**config.mk**
```make
export PLATFORM = sky130hd
export DESIGN_NAME = reg_wb_sched
export DESIGN_NICKNAME = d
export VERILOG_FILES = /design/src/rtl/reg_wb_sched.sv
export SDC_FILE = /design/constraint.sdc
export NUM_CORES = 1
export LEC_CHECK = 0
export CAP_MARGIN = 20
export CORE_MARGIN = 3
export CORE_UTILIZATION = 58
export DETAILED_ROUTE_END_ITERATION = 10
export GPL_TIMING_DRIVEN = 0
export HOLD_SLACK_MARGIN = 0.1
export PLACE_DENSITY = 0.83
export SETUP_SLACK_MARGIN = 0.3
export SLEW_MARGIN = 40
export SYNTH_ARGS = -nofsm -noshare
export SYNTH_HDL_FRONTEND = slang
export SYNTH_SLANG_ARGS = --single-unit
```
**constraint.sdc**
```tcl
create_clock -name clk -period 7.65 [get_ports clk]
set_input_delay 1.9125 -clock clk [delete_from_list [all_inputs] [get_ports clk]]
set_output_delay 1.9125 -clock clk [all_outputs]
set_load 0.005 [all_outputs]
```
**src/rtl/reg_wb_sched.sv**
```systemverilog
// reg_wb_sched: register-file writeback scheduler.
// Two writeback sources (auto-increment/SP update and ALU result) share one
// register-file write port through a small in-order FIFO. Requests are
// accepted one per cycle with inc taking priority. Writes to R3 (the constant
// generator) are acknowledged and dropped. A read-hazard check raises stall
// while a decoder read address matches any write that has not yet landed.
module reg_wb_sched #(
    parameter int QDEPTH = 4
) (
    input  logic        clk,
    input  logic        rst,
    input  logic        inc_req,
    input  logic [3:0]  inc_da,
    input  logic [15:0] inc_data,
    output logic        inc_ack,
    input  logic        alu_req,
    input  logic [3:0]  alu_da,
    input  logic [15:0] alu_data,
    output logic        alu_ack,
    input  logic        rd_chk,
    input  logic [3:0]  rd_sa,
    input  logic [3:0]  rd_da,
    output logic        stall,
    input  logic        flush,
    output logic        rf_rw,
    output logic [3:0]  rf_da,
    output logic [15:0] rf_din,
    output logic [4:0]  q_count,
    output logic [15:0] wr_count
);

    localparam int          PW      = $clog2(QDEPTH);
    localparam logic [4:0]  DEPTH_C = 5'(QDEPTH);
    localparam logic [3:0]  CG_REG  = 4'd3;

    logic [3:0]    q_da   [QDEPTH];
    logic [15:0]   q_data [QDEPTH];
    logic [PW-1:0] wr_ptr;
    logic [PW-1:0] rd_ptr;
    logic [4:0]    count;

    logic          can_accept;
    logic          acked;
    logic [3:0]    push_da;
    logic [15:0]   push_data;
    logic          push;
    logic          pop;
    logic [QDEPTH-1:0] valid;
    logic          sa_hit;
    logic          da_hit;

    assign q_count = count;

    // Acceptance: one request per cycle, inc has priority, nothing while full,
    // flushing or in reset (a pop in the same cycle does not free a slot).
    always_comb begin
        can_accept = !rst && !flush && (count < DEPTH_C);
        inc_ack    = inc_req && can_accept;
        alu_ack    = alu_req && !inc_req && can_accept;
        acked      = inc_ack || alu_ack;
        push_da    = inc_ack ? inc_da   : alu_da;
        push_data  = inc_ack ? inc_data : alu_data;
        push       = acked && (push_da != CG_REG);
        pop        = (count != 5'd0) && !flush;
    end

    // Hazard detection against queued entries, the write on the port and the
    // request being accepted right now.
    always_comb begin
        // NOTE: every signal assigned in an always_comb gets a default first so
        // no path leaves it unassigned, which would otherwise infer a latch.
        valid  = '0;
        sa_hit = 1'b0;
        da_hit = 1'b0;
        for (int i = 0; i < QDEPTH; i++) begin
            valid[i] = (5'(PW'(i) - rd_ptr) < count);
            if (valid[i] && q_da[i] == rd_sa) sa_hit = 1'b1;
            if (valid[i] && q_da[i] == rd_da) da_hit = 1'b1;
        end
        if (rf_rw && rf_da == rd_sa)  sa_hit = 1'b1;
        if (rf_rw && rf_da == rd_da)  da_hit = 1'b1;
        if (acked && push_da == rd_sa) sa_hit = 1'b1;
        if (acked && push_da == rd_da) da_hit = 1'b1;
        stall = rd_chk && (((rd_sa != CG_REG) && sa_hit) ||
                           ((rd_da != CG_REG) && da_hit));
    end

    // FIFO pointers and occupancy; flush and reset both empty the queue.
    always_ff @(posedge clk) begin
        // NOTE: sequential state uses non-blocking assignments so every flop
        // samples pre-edge values regardless of statement order.
        if (rst || flush) begin
            wr_ptr <= '0;
            rd_ptr <= '0;
            count  <= 5'd0;
        end else begin
            if (push) wr_ptr <= wr_ptr + PW'(1);
            if (pop)  rd_ptr <= rd_ptr + PW'(1);
            count <= count + {4'b0, push} - {4'b0, pop};
        end
    end

    // FIFO storage; contents are qualified by count so they need no reset.
    always_ff @(posedge clk) begin
        // NOTE: the storage array is deliberately not reset; occupancy alone
        // decides which entries are meaningful, so the RAM stays reset-free.
        if (push) begin
            q_da[wr_ptr]   <= push_da;
            q_data[wr_ptr] <= push_data;
        end
    end

    // Registered register-file write port and issued-write counter.
    always_ff @(posedge clk) begin
        if (rst) begin
            rf_rw    <= 1'b0;
            rf_da    <= 4'd0;
            rf_din   <= 16'd0;
            wr_count <= 16'd0;
        end else if (pop) begin
            rf_rw    <= 1'b1;
            rf_da    <= q_da[rd_ptr];
            rf_din   <= q_data[rd_ptr];
            wr_count <= wr_count + 16'd1;
        end else begin
            rf_rw    <= 1'b0;
        end
    end

endmodule
```
==> impl_metrics.env <==
export IMPL_insertion_delay_ns=0.53
export IMPL_antenna_left=0
export IMPL_cts_hold_buf=0
export IMPL_status="finished clean"
export IMPL_post_drt_wl_per_cell_um=19.6
export IMPL_rsz0062_at_grt="false"
export IMPL_grt_usage_pct=27.1
export IMPL_start_util_pct=60.1
export IMPL_r2r_slack_ns=3.77
export IMPL_startpoint="flush"
export IMPL_cts_setup_buffers=0
export IMPL_area_growth_syn_to_layout_pct=28.5
export IMPL_relSlewSlack_pct=45.1
export IMPL_slew_violations=0
export IMPL_syn_area_per_cell_um2=11.9
export IMPL_htree_levels=4
export IMPL_synth_top_area_share_pct=38.6
export IMPL_yosysMostFrequentCell="edfxtp_1"
export IMPL_final_setup_skew_ns=0.00955
export IMPL_die_h_um=110
export IMPL_core_area_um2=10400
export IMPL_post_cts_resized=0
export IMPL_critical_path_arrival_ns=4.33
export IMPL_hold_path_class="reg2reg"
export IMPL_synth_async_reset_ratio_pct=0
export IMPL_r2r_start="q_count[2]"
export IMPL_p_per_area_nw_per_um2=296
export IMPL_place_congestion=0.923
export IMPL_chipWidth_um=110
export IMPL_cts_buffer_depth=2
export IMPL_grt_antenna_before_repair=0
export IMPL_route_final_wire_length_mm=15.4
export IMPL_grt_pass1_vias=4678
export IMPL_yosys_top_cells_count="80 x edfxtp_1, 62 x nand2_1, 46 x dfxtp_1"
export IMPL_grt_pass1_wl_mm=24.0
export IMPL_die_area_um2=12000
export IMPL_vias=4629
export IMPL_synth_area_top_cells="edfxtp_1 39%, dfxtp_1 15%, mux4_2 7.2%, xor2_1 5.8%, ha_1 5.4%"
export IMPL_diodes=0
export IMPL_viasPerCell=5.89
export IMPL_finalHoldViolCount=0
export IMPL_reg2reg_to="q_count[4]"
export IMPL_yosysWarnings=0
export IMPL_cts_sinks=126
export IMPL_syn_nets=606
export IMPL_synth_top_area_cell="edfxtp_1"
export IMPL_cts_tree="yes"
export IMPL_synth_distinct_cells=52
export IMPL_firstDrtPassIters=5
export IMPL_hpwl_mm=10.7
export IMPL_ys_flop_type="edfxtp_1"
export IMPL_synth_seq_cells=126
export IMPL_maxCapViolations=0
export IMPL_p_leak_nw=2.80
export IMPL_synth_area_um2=6230
export IMPL_cts_buffers=17
export IMPL_vdd_ir_drop_max_v=0.000226
export IMPL_critical_path_class="in2out"
export IMPL_num_fill_cells=641
export IMPL_io_pins=99
export IMPL_worstPathRequired_ns=5.74
export IMPL_drtIter0Drc=397
export IMPL_finalInstanceArea_um2=8000
export IMPL_dpl_cell_area_um2=7440
export IMPL_path_max_fanout=8
export IMPL_worstMarginPinSlew_ns=0.824
export IMPL_syn_inst=524
export IMPL_overflow=0
export IMPL_fin_crit_ns=6.25
export IMPL_synth_seq_area_share_pct=53.3
export IMPL_synth_edff_count=80
export IMPL_drive_gt1_share_pct=10.5
export IMPL_clk_pin_slew_ns=0.06
export IMPL_timing_final_crit_share_pct=81.6
export IMPL_rows=37
export IMPL_finalSetupViolations=0
export IMPL_cp_start_kind="primary input"
export IMPL_setup_tns_ns=0
export IMPL_fmax_mhz=160
export IMPL_cp_endpoint="stall"
export IMPL_end_kind="output port"
export IMPL_numPortBuffers=90
export IMPL_final_util_pct=77.2
export IMPL_nets=719
export IMPL_grt_max_degree=17
export IMPL_root_buffer="clkbuf_8"
export IMPL_ff2ff_path_depth=15
export IMPL_drc_errors=0
[flip-flops by register name, summed over array words and instances (netlist names)]
signal	flops
wr_ptr	2
wr_count	16
q_da	16
rf_da	4
rf_din	16
q_count	5
rf_rw	1
rd_ptr	2
q_data	64
[critical path, stage by stage]
cell             delay (ns)
clkdlybuf4s50_1        0.55
nor4b_4                0.61
o2111ai_1              0.20
nand2b_1               0.11
o2111ai_1              0.14
nand4_1                0.14
a32o_1                 0.16
clkdlybuf4s50_1        0.51
[power by group]
group / switching [W] / internal [W]
combinational: 0.000395 / 0.000363
clock: 0.000292 / 0.000464
sequential: 0.0000553 / 0.000804
[metal layers]
layer	vias to the layer above	global-route usage [%]	wire length [µm]
met5	-	0	0
met4	0	10.8	410
met3	40	7.81	1210
met2	208	47.4	8060
met1	2265	31.4	5690
li1	2116	-	-
[cell type report]
class	instances	area (µm²)	area share, %
flip-flops and latches	126	3320	41.5
plain buffers	27	106	1.33
repair buffers	94	1010	12.6
clock buffers	19	422	5.27
well taps	136	170	2.13
clock inverters	13	140	1.75
multi-input cells	347	2740	34.3
inverters	24	90.1	1.13
[placed cells by master, fill, tap and decap left out, types with 2 or more instances in the layout]
cell type        instances
a211oi_1                 4
o21ai_0                  7
o221ai_1                 2
nor3_1                   2
xnor2_1                 17
clkdlybuf4s50_1         90
nor4_1                   8
dfxtp_1                 46
clkbuf_16               16
buf_16                   4
clkinv_2                 3
o211ai_1                 4
nand2b_1                 4
and4_1                   3
mux2_1                  17
nand2_1                 62
o2111ai_1                2
ha_1                    27
nand4_1                  5
clkbuf_1                24
and3_1                   2
or3_1                    6
nand3_1                 12
mux4_2                  20
inv_1                   23
bufinv_16                2
inv_6                    2
nor2_4                   4
nor2b_1                  4
and2_1                   4
a21oi_1                 36
edfxtp_1                80
buf_2                    4
nor2_1                  26
o22ai_1                  2
xor2_1                  41
clkinvlp_4               4
clkinv_4                 2
mux2i_1                  3
o21ai_1                  4
[cells by family after synthesis]
family	Yosys count	share of synthesized area, %
compound gates	71	7.01
mux	40	10.8
fa+ha+maj	28	5.74
flops	126	53.3
simple gates	150	11.8
buf+inv	51	3.15
xor+xnor	58	8.15
[how the worst min path moves through the flow]
stage                    start    endpoint  slack [ns]  depth (start not counted)
floorplan            rf_din[0]   rf_din[0]        0.45                          2
global placement    rf_din[12]  rf_din[12]        0.44                          2
detailed placement  rf_din[14]  rf_din[14]        0.45                          2
CTS                  rf_din[7]   rf_din[7]        0.46                          2
global route        rf_din[14]  rf_din[14]        0.49                          2
finish              rf_din[14]  rf_din[14]        0.46                          2
[per-stage QoR]
step           total power (W)  setup WS [ns]  std cells  hold slack (ns)
2_1_floorplan          0.00134           2.59        524            0.453
3_3_place_gp           0.00158           1.46        750            0.444
3_5_place_dp           0.00162           1.45        754            0.451
4_1_cts                0.00239           1.42        786            0.464
5_1_grt                0.00250           1.33        786            0.489
6_report               0.00237           1.40        786            0.463
No activity file was read; power rests on OpenSTA's default activity.
